`config.mk`:
```
export PLATFORM = sky130hd
export DESIGN_NAME = mem_rd_arbiter
export DESIGN_NICKNAME = d
export VERILOG_FILES = /design/src/rtl/mem_rd_arbiter.sv
export SDC_FILE = /design/constraint.sdc
export NUM_CORES = 1
export LEC_CHECK = 0
export ABC_AREA = 1
export BUFFER_PORTS_ARGS = -buffer_cell sky130_fd_sc_hd__clkbuf_2
export CORE_AREA = 4 4 93 77
export DETAILED_ROUTE_END_ITERATION = 12
export DIE_AREA = 0 0 97 81
export PLACE_DENSITY = 0.95
export SLEW_MARGIN = 5
export SYNTH_ARGS = -nofsm -noshare
export SYNTH_HDL_FRONTEND = slang
export SYNTH_SLANG_ARGS = --single-unit
```
`constraint.sdc`:
```
create_clock -name clk -period 2.5 [get_ports clk]
set_input_delay 0 -clock clk [delete_from_list [all_inputs] [get_ports clk]]
set_output_delay 0 -clock clk [all_outputs]
set_load 0.05 [all_outputs]
```
`src/rtl/mem_rd_arbiter.sv`:
```
// Two-requester (0 = instruction fetch, 1 = data cache) AXI read arbiter, one burst in flight.
// Define DCACHE_PRIORITY_EN to make the data cache win ties instead of round-robin.
module mem_rd_arbiter #(
    parameter int ADDR_W    = 32,
    parameter int DATA_W    = 32,
    parameter int BURST_LEN = 4
) (
    input  logic                   clk,
    input  logic                   rst,
    input  logic [1:0]             req_valid,
    input  logic [1:0][ADDR_W-1:0] req_addr,
    output logic [1:0]             req_ready,
    output logic [1:0]             resp_valid,
    output logic [DATA_W-1:0]      resp_data,
    output logic                   resp_last,
    input  logic                   flush_valid,
    output logic                   ar_valid,
    input  logic                   ar_ready,
    output logic [ADDR_W-1:0]      ar_addr,
    output logic                   ar_id,
    output logic [7:0]             ar_len,
    input  logic                   r_valid,
    output logic                   r_ready,
    input  logic [DATA_W-1:0]      r_data,
    input  logic                   r_last,
    output logic                   protocol_err
);

    localparam logic [3:0] LAST_BEAT  = 4'(BURST_LEN - 1);
    localparam logic [7:0] AR_LEN_VAL = 8'(BURST_LEN - 1);

    typedef enum logic [1:0] {
        ST_IDLE = 2'd0,
        ST_ADDR = 2'd1,
        ST_DATA = 2'd2
    } state_t;

    state_t            state_q, state_d;
    logic [ADDR_W-1:0] addr_q, addr_d;
    logic              id_q, id_d;
    logic [3:0]        beat_q, beat_d;
    logic              drop_q, drop_d;
    logic              ovr_q, ovr_d;
    logic [1:0]        req_ready_q, req_ready_d;
    logic              perr_q, perr_d;
`ifndef DCACHE_PRIORITY_EN
    logic              ptr_q, ptr_d;
`endif
    logic [1:0]        elig_s;
    logic [1:0]        grant_s;
    logic              drop_now_s;
    logic              at_last_s;
    logic              beat_vis_s;
    logic              beat_end_s;

    // Next-state, arbitration and beat bookkeeping
    always_comb begin
        state_d     = state_q;
        addr_d      = addr_q;
        id_d        = id_q;
        beat_d      = beat_q;
        drop_d      = drop_q;
        ovr_d       = ovr_q;
        req_ready_d = 2'b00;
        perr_d      = 1'b0;
`ifndef DCACHE_PRIORITY_EN
        ptr_d       = ptr_q;
`endif
        elig_s      = req_valid & {1'b1, ~flush_valid};
        grant_s     = 2'b00;
        drop_now_s  = drop_q;
        at_last_s   = (beat_q == LAST_BEAT);
        beat_vis_s  = 1'b0;
        beat_end_s  = 1'b0;

        case (state_q)
            ST_IDLE: begin
                drop_d = 1'b0;
                ovr_d  = 1'b0;
                beat_d = 4'd0;
                if (elig_s == 2'b11) begin
`ifdef DCACHE_PRIORITY_EN
                    grant_s = 2'b10;
`else
                    grant_s = ptr_q ? 2'b10 : 2'b01;
`endif
                end else begin
                    grant_s = elig_s;
                end
                if (grant_s != 2'b00) begin
                    id_d        = grant_s[1];
                    addr_d      = req_addr[grant_s[1]];
                    req_ready_d = grant_s;
                    state_d     = ST_ADDR;
`ifndef DCACHE_PRIORITY_EN
                    ptr_d       = ~grant_s[1];
`endif
                end else begin
                    state_d = ST_IDLE;
                end
            end
            ST_ADDR: begin
                drop_now_s = drop_q | (flush_valid & ~id_q);
                drop_d     = drop_now_s;
                if (ar_ready) begin
                    state_d = ST_DATA;
                    beat_d  = 4'd0;
                end else begin
                    state_d = ST_ADDR;
                end
            end
            ST_DATA: begin
                // A flush in the same cycle as a beat already hides that beat
                drop_now_s = drop_q | (flush_valid & ~id_q);
                drop_d     = drop_now_s;
                if (r_valid) begin
                    beat_vis_s = ~drop_now_s & ~ovr_q;
                    beat_end_s = r_last | at_last_s;
                    perr_d     = (r_last & ~at_last_s) | (~r_last & at_last_s & ~ovr_q);
                    ovr_d      = ovr_q | (at_last_s & ~r_last);
                    beat_d     = at_last_s ? beat_q : beat_q + 4'd1;
                    state_d    = r_last ? ST_IDLE : ST_DATA;
                end else begin
                    state_d = ST_DATA;
                end
            end
            default: begin
                state_d = ST_IDLE;
            end
        endcase
    end

    // State and datapath registers with synchronous reset
    always_ff @(posedge clk) begin
        if (rst) begin
            state_q     <= ST_IDLE;
            addr_q      <= {ADDR_W{1'b0}};
            id_q        <= 1'b0;
            beat_q      <= 4'd0;
            drop_q      <= 1'b0;
            ovr_q       <= 1'b0;
            req_ready_q <= 2'b00;
            perr_q      <= 1'b0;
`ifndef DCACHE_PRIORITY_EN
            ptr_q       <= 1'b1;
`endif
        end else begin
            state_q     <= state_d;
            addr_q      <= addr_d;
            id_q        <= id_d;
            beat_q      <= beat_d;
            drop_q      <= drop_d;
            ovr_q       <= ovr_d;
            req_ready_q <= req_ready_d;
            perr_q      <= perr_d;
`ifndef DCACHE_PRIORITY_EN
            ptr_q       <= ptr_d;
`endif
        end
    end

    // Outputs are forced low while rst is high, even before the reset edge lands
    assign ar_valid     = ~rst & (state_q == ST_ADDR);
    assign ar_addr      = ar_valid ? addr_q : {ADDR_W{1'b0}};
    assign ar_id        = ar_valid & id_q;
    assign ar_len       = ar_valid ? AR_LEN_VAL : 8'd0;
    assign r_ready      = ~rst & (state_q == ST_DATA);
    assign resp_valid   = (~rst & beat_vis_s) ? (id_q ? 2'b10 : 2'b01) : 2'b00;
    assign resp_last    = ~rst & beat_vis_s & beat_end_s;
    assign resp_data    = r_ready ? r_data : {DATA_W{1'b0}};
    assign req_ready    = rst ? 2'b00 : req_ready_q;
    assign protocol_err = ~rst & perr_q;

endmodule

```
==> results list, run 1 <==
* Max FO, Critical Path: 21
- Combined global-route utilization of all metal layers: roughly 26%
- First-pass GRT wire length: around 17000 µm
- Combinational group share of total power: 34.1%
- Final Max Tran Viols: 0
- Wires add up to 10500 µm.
* Clock Pin Slew Worst Setup and Hold Paths: 0.08 ns
- Vias in the first global route: 3664
- CTS sink count: 45
* Cells after synthesis: between 400 and 500
- Dividing the detail-routed via count by the number of cells gives a little under 5.
* Setup TNS: 0 ns
- Normalized max-slew margin: between 50% and 60%
* Min Hold Slack: 0.00521 ns
* Number of unique standard cell types used by synthesis: 25
- The post-route netlist has between 20 and 30% of its cells at a drive strength greater than 1.
* Synthesized area: 0.00280 mm²
- Slowest cell on the critical path: sky130_fd_sc_hd__dfxtp_1
- After detailed routing, the number of remaining DRC violations is 0.
- Share of power burned in the clock network: a little under a quarter
* Antenna cell count: 0
- Worst Path Arrival: between 2 and 2.5 ns
* Unrepaired setup endpoints after global routing: no
- Switching share of power: a little under two fifths
- Syn_area_per_cell: roughly 6 µm²
- Die boundary width: about 97 µm
* Maximum resistive drop on vdd: 0.414 mV
- Clock skew after layout: about 0.0076 ns
- H-tree levels: 2
* Largest net degree at the start of global routing: 42
* Die footprint: slightly below 0.008 mm²
- The routed layout has ~3700 vias.
- Final critical path time including I/O delays and setup: about 2.2 ns
- FF-to-FF path depth: 8
- Seq/Total Area, Yosys: about 32%
* Final clock period utilization by the worst path: 89.2%
- In this run, CTS created clock tree buffers numbering 5.
* Critical Path Source Type: flip-flop
- Counting stages on the worst path, the most repeated cell is sky130_fd_sc_hd__inv_1.
- The most critical setup path has its startpoint at state_q[1].
* Cell internal pwr: 1.22 mW
- For this design the ratio of total power to cell area is about 480 mW/mm².
* HP Class: input pin to flip-flop
* Clock latency at the later pin of the worst-skew pair: roughly 0.30 ns
* Clock tree from TritonCTS: done
- Critical register-to-register path startpoint: state_q[1]
* Starting density of the core: roughly 45%
* End point of the critical path: ar_addr[0]
- The flow ran to the end, and the final reports show no timing, DRC or antenna violations.
- Number of design-rule violations left by the first detailed-router iteration: 250
* Input/output buffers: about 180
- The library cell used most frequently in the layout, excluding fill and tap cells, is sky130_fd_sc_hd__clkbuf_2.
- Clock buffer depth: 2
* DP Wirelength: between 7000 and 8000 µm
- Detailed-routing iteration count for the pre-antenna-repair pass: 5
- Count of pins on the block boundary: around 190
* Number of maximum-capacitance violations: 0
- Antenna violations before repair: 0
- The final layout contains between 700 and 800 nets.
* Register-to-register setup slack: 0.61 ns
- Dividing the detail-routed wire length by the instance count gives 14.0 µm.
- Summed over all layers, the global routing overflow is 0.
- Endpoint class of the critical path: output port
- Slew at the pin closest to its max-slew limit: 0.619 ns
- Counting flops and latches in the post-synthesis netlist gives 45.
- The total area inside the core boundary comes to between 0.006 and 0.007 mm².
* Endpoints failing hold: 0
- For this design the total switching power over the nets is approximately 0.7 mW.
* Largest stage delay on the critical path: approximately 0.33 ns
- Cell Chain, Critical Path: inv_1 > ha_1 > inv_1 > nor2_1 > inv_1 > buf_4 > nor2_1 > clkbuf_2
- Fill cells in the final layout number 535.
* Clock root buffer: sky130_fd_sc_hd__clkbuf_8
- Relative to the synthesized area, the layout overhead comes to 44.9%.
- The congestion estimate from routability-driven global placement came to ~0.94.
- Required time worst endpoint: around 2.5 ns
- Part of the power in registers: about 43%
- In this run the core area contains 26 standard-cell rows.
- Leakage: ~2.3 nW
- Derived from the worst setup path, the maximum achievable clock frequency is 449 MHz.
- In this run the critical register-to-register path is captured at addr_q[3].
- Leaving out filler cells and counting taps, the final layout contains 745.
- Height of the die: a little over 80 µm
- Remaining antenna violation count after routing: 0
- Yosys warning total: 0
- Commonest cells after routing, fill and taps aside: sky130_fd_sc_hd__clkbuf_2, sky130_fd_sc_hd__nor2_1, sky130_fd_sc_hd__inv_1
* Post-Place Cells: 704
- Count of final setup violators: 0
- The critical path is of the flip-flop to output port type.
==> flip-flops by register name, indices dropped and copies added, names as in the netlist <==
name and cells:
beat_q 4, ptr_q 1, addr_q 32, ovr_q 1, perr_q 1, id_q 1, drop_q 1, req_ready_q 2
state_q 2
==> worst max-delay path, delay by kind of cell, from the launching register on <==
| family | cells | cell delay [ns] |
|---|---|---|
| fa+ha+maj | 1 | 0.20 |
| buf+inv | 5 | 1.01 |
| flops | 1 | 0.33 |
| simple gates | 2 | 0.38 |
==> cells by family (layout without fill, tap and decap cells) <==
family / count (synthesis) / count (layout) / synth area share, %
buffers and inverters: 120 / 308 / 19.1
DFF: 45 / 45 / 32.1
AOI/OAI and AO/OA: 77 / 77 / 14.0
xor gates and xnor gates: 1 / 1 / 0.312
and+or+nand+nor: 219 / 219 / 32.2
other: 1 / 6 / 0.134
adders and majority gates: 5 / 5 / 2.23
==> what timing repair did <==
action	CTS	global route
hold buffers	33	0
endpoints found under the hold margin	33	0
resized for setup	0	0
buffers inserted	0	0
==> power by group through the flow <==
stage	Combinational [mW]	Clock (mW)	Sequential (mW)
final	0.659	0.442	0.830
after global routing	0.726	0.485	0.840
after CTS	0.648	0.446	0.827
after detailed placement	0.606	0	0.844
after global placement	0.586	0	0.840
after floorplan	0.451	0	0.835
==> metal layers <==
layer | vias up | wire (µm) | GRT usage [%]
met1 | 1612 | 3870 | 27.7
li1 | 1788 | - | -
met4 | 0 | 364 | 12.2
met5 | - | 0 | 0
met2 | 246 | 5210 | 49.2
met3 | 33 | 1020 | 6.18
==> synth_stat cells (all sizes together) <==
library cell	number	area share, %
xnor2	1	0.31
nand2	54	7.4
nand3	35	6.2
a21oi	41	7.5
buf	28	6.7
ha	5	2.2
conb	1	0.13
dfxtp	45	32
nor3	2	0.36
inv	84	11
nor4	1	0.22
nor2	124	17
o21ai	35	6.2
a21o	1	0.27
clkbuf	8	1.1
nand3b	1	0.27
nand4	2	0.45
==> cell type report <==
class                   instances  area [µm²]  area share, %
repair buffers                216        1270           31.3
flip-flops and latches         45         901           22.2
multi-input cells             308        1390           34.2
well taps                      84         105           2.59
clock inverters                 2        10.0          0.246
inverters                      84         315           7.76
clock buffers                   6        72.6           1.79
==> through the flow <==
stage	setup slack (ns)	total power, mW	area, µm²	util (%)
6_report	0.271	1.93	4060	64.7
4_1_cts	0.290	1.92	4060	64.7
3_3_place_gp	0.775	1.43	3650	58.1
5_1_grt	0.117	2.05	4060	64.7
3_5_place_dp	0.619	1.45	3650	58.1
2_1_floorplan	0.0192	1.29	2820	-
==> worst min-delay path by stage <==
| stage | from | endpoint | cells after the start |
|---|---|---|---|
| floorplan | req_addr[0] | addr_q[0] | 2 |
| CTS | r_last | perr_q | 3 |
| detailed placement | req_addr[23] | addr_q[23] | 3 |
| global route | flush_valid | req_ready_q[0] | 4 |
| finish | r_last | perr_q | 3 |
| global placement | req_addr[3] | addr_q[3] | 3 |
(Power assumes the default switching activity.)
==> run 2: changes to the inputs <==
Settings changed: ABC_AREA 1 to unset, CORE_AREA 4 4 93 77 to 4 4 97 81, DIE_AREA 0 0 97 81 to 0 0 101 85.
==> run 2 against run 1 <==
- synthesized area rose by 15%
- fmax rose by 2.9%
- final cell count shrank 11%
- register-to-register slack lost 0.17 ns
- sequential cell count is the same
- wire length increased by 0.98%
- synthesized cell count down 17%
- largest power group unchanged
==> results list, run 2 <==
* Detailed-route wire length per cell: 16.0 µm (was 14.0 µm)
- The clock root buffer master is sky130_fd_sc_hd__clkbuf_8 (unchanged).
* Achievable frequency: 462 MHz (was 449 MHz)
- The final period utilization was 86.7% (was 89.2%).
* Vias in the first global route: 3650 (was 3664)
- Combinational group share of total power: 35.2% (was 34.1%)
- Clock tree from TritonCTS: done (unchanged)
- Routed wire length: 10600 µm (was 10500 µm)
- The part of the total power dissipated in sequential elements is 40.1% (was 43.0%).
* Leading cell type in the layout, fill and taps excluded: sky130_fd_sc_hd__clkbuf_2 (unchanged)
* Min Hold Slack: 0.00221 ns (was 0.00521 ns)
- Largest net degree at the start of global routing: 65 (was 42)
* Seq cells post-synth: 45 (unchanged)
* Die boundary width: 101 µm (was 97 µm)
* Critical register-to-register path startpoint: beat_q[0] (was state_q[1])
- The class of the tightest hold or removal check was input pin to flip-flop (unchanged).
- Unrepaired setup endpoints after global routing: no (unchanged).
- Maximum resistive drop on vdd: 0.278 mV (was 0.414 mV)
- Syn_area_per_cell: 8.28 µm² (was 5.99 µm²)
- DP Wirelength: 7550 µm (was 7500 µm)
* Endpoint class of the critical path: output port (unchanged)
* Remaining antenna violation count after routing: 0 (unchanged)
- The area of placed instances was 0.00411 mm² (was 0.00365 mm²).
- The element type at the critical path start is a flip-flop (unchanged).
- The synthesis-to-finish area growth came to 40.2% (was 44.9%).
- EDFF count, synth: 0 (unchanged)
- Cell types with the highest counts after synthesis: sky130_fd_sc_hd__and2_1, sky130_fd_sc_hd__dfxtp_1, sky130_fd_sc_hd__inv_1 (was sky130_fd_sc_hd__nor2_1, sky130_fd_sc_hd__inv_1, sky130_fd_sc_hd__nand2_1).
- The area of the die was 0.00859 mm² (was 0.00786 mm²).
- Status: complete, no violations (unchanged)
- The register ranked first by flip-flop count was addr_q (unchanged).
* Largest regs: addr_q (32), beat_q (4) (unchanged)
* Synthesized area: 0.00323 mm² (was 0.00280 mm²)
- Summed area of non-filler cells in the final layout: 0.00453 mm² (was 0.00406 mm²)
- Count of final setup violators: 0 (unchanged)
- The count of endpoints failing hold in the final timing report is 0 (unchanged).
- The headroom to the max-slew limit came to 18.2% (was 58.6%).
- The placer's final routability congestion estimate is 0.931 (was 0.940).
- The CTS sink count is 45 (unchanged).
- Setup TNS: 0 ns (unchanged)
- Number of design-rule violations left by the first detailed-router iteration: 188 (was 250)
- The data required time of the critical path is 2.50 ns (about the same).
- Core area: 0.00679 mm² (was 0.00628 mm²)
- The number of top-level design ports came to 185 (unchanged).
* Number of maximum-capacitance violations: 0 (unchanged)
- The arrival time at the worst endpoint was 2.17 ns (was 2.23 ns).
* Clock latency at the later pin of the worst-skew pair: 0.30 ns (about the same)
* Largest area contributor in the synthesized netlist: sky130_fd_sc_hd__dfxtp_1 (unchanged)
- The slew at the pin closest to its max-slew limit was 1.22 ns (was 0.619 ns).
* Commonest cells after routing, fill and taps aside: sky130_fd_sc_hd__clkbuf_2, sky130_fd_sc_hd__and2_1, sky130_fd_sc_hd__dfxtp_1 (was sky130_fd_sc_hd__clkbuf_2, sky130_fd_sc_hd__nor2_1, sky130_fd_sc_hd__inv_1)
- Remaining Overflow, GRT: 0 (unchanged)
- Slowest cell on the critical path: sky130_fd_sc_hd__dfxtp_1 (unchanged)
- Input/output buffers: 178 (unchanged)
- Cell Chain, Critical Path: inv_1 > ha_1 > nor2b_1 > buf_4 > nand4_1 > nor2_1 > buf_12 (was inv_1 > ha_1 > inv_1 > nor2_1 > inv_1 > buf_4 > nor2_1 > clkbuf_2)
- H-tree levels: 2 (unchanged)
* Final critical path time including I/O delays and setup: 2.17 ns (was 2.23 ns)
* Detailed-routing iteration count for the pre-antenna-repair pass: 5 (unchanged)
- The internal power summed over all cells is 1.34 mW (was 1.22 mW).
- Largest stage delay on the critical path: 0.35 ns (was 0.33 ns)
* Number of design rule violations left after detail routing: 0 (unchanged)
- Most common flop cell mapped by yosys: sky130_fd_sc_hd__dfxtp_1 (unchanged)
* Flip-flop count of the largest register after layout: 32 (unchanged)
- The ratio of routed vias to standard cells came to 5.47 (was 4.94).
* Detailed-route via count: 3613 (was 3679)
- The number of standard cells in the layout, taps in and fillers out came to 661 (was 745).
- The fraction of the yosys area taken by sequential cells is 27.9% (was 32.1%).
- Number of unique standard cell types used by synthesis: 43 (was 25)
- First-pass GRT wire length: 17000 µm (was 16700 µm)
* Critical path class: flip-flop to output port (unchanged)
* Leakage: 2.17 nW (was 2.26 nW)
- The hold path startpoint is req_addr[3] (was r_last).
* Power per Cell Area: 456 mW/mm² (was 475 mW/mm²)
* Share of power burned in the clock network: 24.7% (was 22.9%)
- Switching share of power: 34.9% (was 36.9%)
- The library cell with the highest instance count after synthesis was sky130_fd_sc_hd__and2_1 (was sky130_fd_sc_hd__nor2_1).
- The number of antenna violations at the first check in global routing was 0 (unchanged).
* Total Nets Final: 682 (was 769)
- The instance count of the mapped netlist came to 390 (was 468).
- Fraction of registers with async set or reset after synthesis: 0% (unchanged)
- The die extent in y was 85 µm (was 81 µm).
- The global-route total usage across every layer is 24.1% (was 26.0%).
- The number of instances resized during post-cts repair is 0 (unchanged).
- Starting density of the core: 47.5% (was 44.7%)
- Fill cell instance count of the final layout: 544 (was 535)
* Yosys warning total: 0 (unchanged)
- Post-Place Cells: 621 (was 704)
* Synth top area cells: sky130_fd_sc_hd__dfxtp_1, sky130_fd_sc_hd__and2_1, sky130_fd_sc_hd__o221a_2, sky130_fd_sc_hd__a221oi_2, sky130_fd_sc_hd__o21ai_0 (was sky130_fd_sc_hd__dfxtp_1, sky130_fd_sc_hd__nor2_1, sky130_fd_sc_hd__inv_1, sky130_fd_sc_hd__a21oi_1, sky130_fd_sc_hd__nand2_1)
- Antenna cell count: 0 (unchanged)
* Clock skew after layout: 0.00539 ns (was 0.00764 ns)
- Fraction of post-synthesis cell area in the top cell type by area: 27.9% (was 32.1%)
- The share of the core filled with cells in the final layout was 66.7% (was 64.7%).
* Std cell rows: 27 (was 26)
- CTS buffer count: 5 (unchanged)
- Final Max Tran Viols: 0 (unchanged)
* Clock Pin Slew Worst Setup and Hold Paths: 0.09 ns (was 0.08 ns)
* Switching power summed over all nets: 0.721 mW (was 0.712 mW)
- Startpoint of the worst setup timing path: state_q[0] (was state_q[1])
- The fraction of final layout cells with drive strength greater than 1 is 44.1% (was 30.0%).
- The maximum number of buffers from clock root to sink was 2 (unchanged).
- Max FO, Critical Path: 36 (was 21)
-- run 2: worst max-delay path: cells and delay by family (launching register included) --
family        cells  cell delay, ns
simple gates      3            0.65
buf+inv           3            0.57
flops             1            0.35
fa+ha+maj         1            0.30
-- run 2: area by class of cell --
class / count / area (µm²) / area share [%]
Tap cell: 87 / 109 / 2.40
Clock buffer: 7 / 96.3 / 2.13
Multi-Input combinational cell: 262 / 1940 / 42.9
Sequential cell: 45 / 901 / 19.9
Inverter: 40 / 150 / 3.32
Timing Repair Buffer: 219 / 1320 / 29.2
Clock inverter: 1 / 5.00 / 0.111
-- run 2: kinds of logic after synthesis --
kind of cell,synth area share (%)
adders and majority gates,1.94
other,0.116
DFF,27.9
AOI/OAI and AO/OA,33.0
and+or+nand+nor,23.5
muxes,0.620
buffers and inverters,12.9
-- run 2: stage by stage --
step	power, mW	setup WS (ns)
final	2.06	0.333
after global routing	2.17	0.155
after CTS	2.07	0.358
after detailed placement	1.53	0.539
after global placement	1.50	0.667
after floorplan	1.35	0.433
-- run 2: path summary, 6_finish.rpt --
kind	slack, ns	depth (start not counted)	to
max	0.33	7	resp_last
min	0.002	3	addr_q[3]
max reg2reg	0.44	5	perr_q
min reg2reg	0.46	2	addr_q[24]
-- run 2: routing by layer --
metal	part of all wire, %	wire length (µm)	global-route usage, %
met2	53	5580	46.1
met1	37	3950	27.3
met4	0.94	99	5.07
met3	8.7	920	4.85
met5	0	0	0
-- run 2: what timing repair did --
action	in CTS	in global routing
endpoints found under the hold margin	31	0
hold buffers	32	0
buffers inserted	0	0
-- run 2: power by group through the flow --
stage / logic [mW] / clock network [mW] / registers [mW]
2_1_floorplan: 0.520 / 0 / 0.832
3_3_place_gp: 0.658 / 0 / 0.840
3_5_place_dp: 0.682 / 0 / 0.844
4_1_cts: 0.723 / 0.516 / 0.828
5_1_grt: 0.784 / 0.553 / 0.837
6_report: 0.725 / 0.509 / 0.828
==> run 3: changes to the inputs <==
Settings changed: CORE_AREA 4 4 97 81 to 4 4 99 82, DIE_AREA 0 0 101 85 to 0 0 103 86, PLACE_DENSITY 0.95 to 0.92.
==> run 3 against run 2 <==
- clock power rose by 14%
- worst setup slack improved by 0.092 ns
- register-to-register slack hardly changed
- first-iteration DRC count down 5.9%
- global-route usage down 0.77 points
- critical endpoint is now perr_q
- die area is 3.2% higher
- worst hold slack gained 0.034 ns
==> results list, run 3 (same netlist as run 2, synthesis figures left out) <==
- The net switching share of the total power was 33.3% (was 34.9%).
* Combinational group share of total power: 34.0% (was 35.2%)
* Register-to-register setup slack: 0.43 ns (was 0.44 ns)
- Required time worst endpoint: 2.73 ns (was 2.50 ns)
- Proportion of layout cells with a drive suffix above 1: 43.9% (was 44.1%)
- The number of top-level design ports was 185 (unchanged).
* Overall power consumption: 2.13 mW (was 2.06 mW)
- Antenna violations before repair: 0 (unchanged)
* Number of design-rule violations left by the first detailed-router iteration: 177 (was 188)
* Starting density of the core: 44.7% (was 47.5%)
- The synthesis-to-finish area growth is 41.3% (was 40.2%).
* Clock buffer depth: 2 (unchanged)
- Worst Hold Launch: req_addr[8] (was req_addr[3])
* Finished Layout Cells: 665 (was 661)
- Number of gates given a new drive strength after cts: 0 (unchanged)
- The final worst hold slack was 0.0362 ns (was 0.00221 ns).
- The accumulated negative setup slack was 0 ns (unchanged).
* Clock skew after layout: 0.00764 ns (was 0.00539 ns)
- Status: complete, no violations (unchanged).
- Critical register-to-register path startpoint: beat_q[0] (unchanged)
- The ratio of routed vias to standard cells came to 5.37 (was 5.47).
- CTS hold repair buffers: 32 (unchanged)
* Worst Path Arrival: 2.31 ns (was 2.17 ns)
- The headroom to the max-slew limit was 15.6% (was 18.2%).
* Switching power summed over all nets: 0.710 mW (was 0.721 mW)
- Max FO, Critical Path: 4 (was 36)
* Endpoints failing hold: 0 (unchanged)
- The flip-flop count of the largest register after layout is 32 (unchanged).
- Share of power burned in the clock network: 27.2% (was 24.7%)
* Remaining Overflow, GRT: 0 (unchanged)
- Largest net degree at the start of global routing: 52 (was 65)
* Detailed-route via count: 3573 (was 3613)
- End-of-flow core utilization: 63.2% (was 66.7%)
* Clock root buffer: sky130_fd_sc_hd__clkbuf_8 (unchanged)
- Endpoint class of the critical path: flip-flop (was output port)
* Core area: 0.00722 mm² (was 0.00679 mm²)
- The maximum achievable frequency came to 482 MHz (was 462 MHz).
- Commonest cells after routing, fill and taps aside: sky130_fd_sc_hd__clkbuf_2, sky130_fd_sc_hd__and2_1, sky130_fd_sc_hd__dfxtp_1 (unchanged)
- The number of endpoints failing setup at the final stage is 0 (unchanged).
- The site row count is 28 (was 27).
* Startpoint of the worst setup timing path: beat_q[0] (was state_q[0])
- Number of buffers added for setup after CTS: 0 (unchanged)
- Die footprint: 0.00886 mm² (was 0.00859 mm²)
* Remaining antenna violation count after routing: 0 (unchanged)
- Pre-CTS setup slack: 0.732 ns (was 0.539 ns)
- Die boundary width: 103 µm (was 101 µm)
* Leakage: 2.17 nW (about the same)
- The register ranked first by flip-flop count is addr_q (unchanged).
* Combined global-route utilization of all metal layers: 23.3% (was 24.1%)
* HP Class: input pin to flip-flop (unchanged)
- The CTS sink count came to 45 (unchanged).
- The clock latency on the worst-skew pair was 0.29 ns (was 0.30 ns).
* Critical Path Source Type: flip-flop (unchanged)
- The number of global-route vias before repair came to 3647 (was 3650).
- Detailed-routing iteration count for the pre-antenna-repair pass: 6 (was 5)
* Number of design rule violations left after detail routing: 0 (unchanged)
* Height of the die: 86 µm (was 85 µm)
- The final design instance area without fill was 0.00456 mm² (was 0.00453 mm²).
- The peak ir drop on the vdd network came to 0.298 mV (was 0.278 mV).
- The maximum level of the CTS H-tree is 2 (unchanged).
- The critical path's largest stage delay is 0.56 ns (was 0.35 ns).
- The part of the total power dissipated in sequential elements was 38.8% (was 40.1%).
- Number of maximum-capacitance violations: 0 (unchanged)
* CTS buffer count: 5 (unchanged)
- The most frequent standard cell in the layout excluding fill and tap cells is sky130_fd_sc_hd__clkbuf_2 (unchanged).
- Final Max Tran Viols: 0 (unchanged)
* First-pass GRT wire length: 16600 µm (was 17000 µm)
* Unrepaired setup endpoints after global routing: no (unchanged)
- Cell internal pwr: 1.42 mW (was 1.34 mW)
- The slew at the pin closest to its max-slew limit was 1.26 ns (was 1.22 ns).
- Final clock period utilization by the worst path: 83.0% (was 86.7%)
* Clock Pin Slew Worst Setup and Hold Paths: 0.09 ns (about the same)
- Final worst setup slack: 0.425 ns (was 0.333 ns)
- The post-placement cell count is 624 (was 621).
- Input/output buffers: 178 (unchanged)
* Final weighted congestion in routability-driven placement: 0.902 (was 0.931)
- Power per Cell Area: 467 mW/mm² (was 456 mW/mm²)
- Largest regs: addr_q (32), beat_q (4) (unchanged)
- The minimum period implied by the final worst setup slack came to 2.07 ns (was 2.17 ns).
* Critical path class: flip-flop to flip-flop (was flip-flop to output port)
* Clock tree from TritonCTS: done (unchanged)
* Detailed-route wire length per cell: 15.9 µm (was 16.0 µm)
- Slowest cell on the critical path: sky130_fd_sc_hd__dlygate4sd3_1 (was sky130_fd_sc_hd__dfxtp_1)
- The detailed placer's ending HPWL was 7560 µm (was 7550 µm).
- The total routed wirelength was 10600 µm (about the same).
* Area after DPL: 0.00412 mm² (was 0.00411 mm²)
* Total Nets Final: 682 (unchanged)
- Cell Chain, Critical Path: ha_1 > or3b_1 > or3_1 > a21oi_1 > dlygate4sd3_1 (was inv_1 > ha_1 > nor2b_1 > buf_4 > nand4_1 > nor2_1 > buf_12)
==> run 3: metal layers <==
layer / track usage [%] / part of all wire, %
met2: 42.9 / 51
met1: 25.7 / 38
met3: 4.88 / 7.8
met5: 0 / 0
met4: 9.29 / 2.9
==> run 3: worst max-delay path: cells and delay by family (launching register included) <==
kind | cells | cell delay, ns
compound gates | 1 | 0.16
fa+ha+maj | 1 | 0.20
buf+inv | 1 | 0.56
flops | 1 | 0.38
simple gates | 2 | 0.72
==> run 3: power by group through the flow <==
stage	Sequential (mW)	Clock (mW)	Combinational, mW
after floorplan	0.832	0	0.520
after global placement	0.839	0	0.663
after detailed placement	0.843	0	0.685
after CTS	0.827	0.592	0.724
after global routing	0.835	0.625	0.786
final	0.827	0.579	0.724
==> run 3: layout make-up <==
type                       count  area, µm²
clock inverter                 1       30.0
timing repair buffer         219       1340
sequential                    45        901
antenna                        1       2.50
inverter                      40        150
clock buffer                   7       86.3
tap                           90        113
fill                         610       2660
multi-input combinational    262       1940
==> run 3: final timing paths <==
path                                   end  cells after the start
worst max-delay path                perr_q                      5
worst min-delay path             addr_q[8]                      3
worst max register to register      perr_q                      5
worst min register to register  addr_q[28]                      2
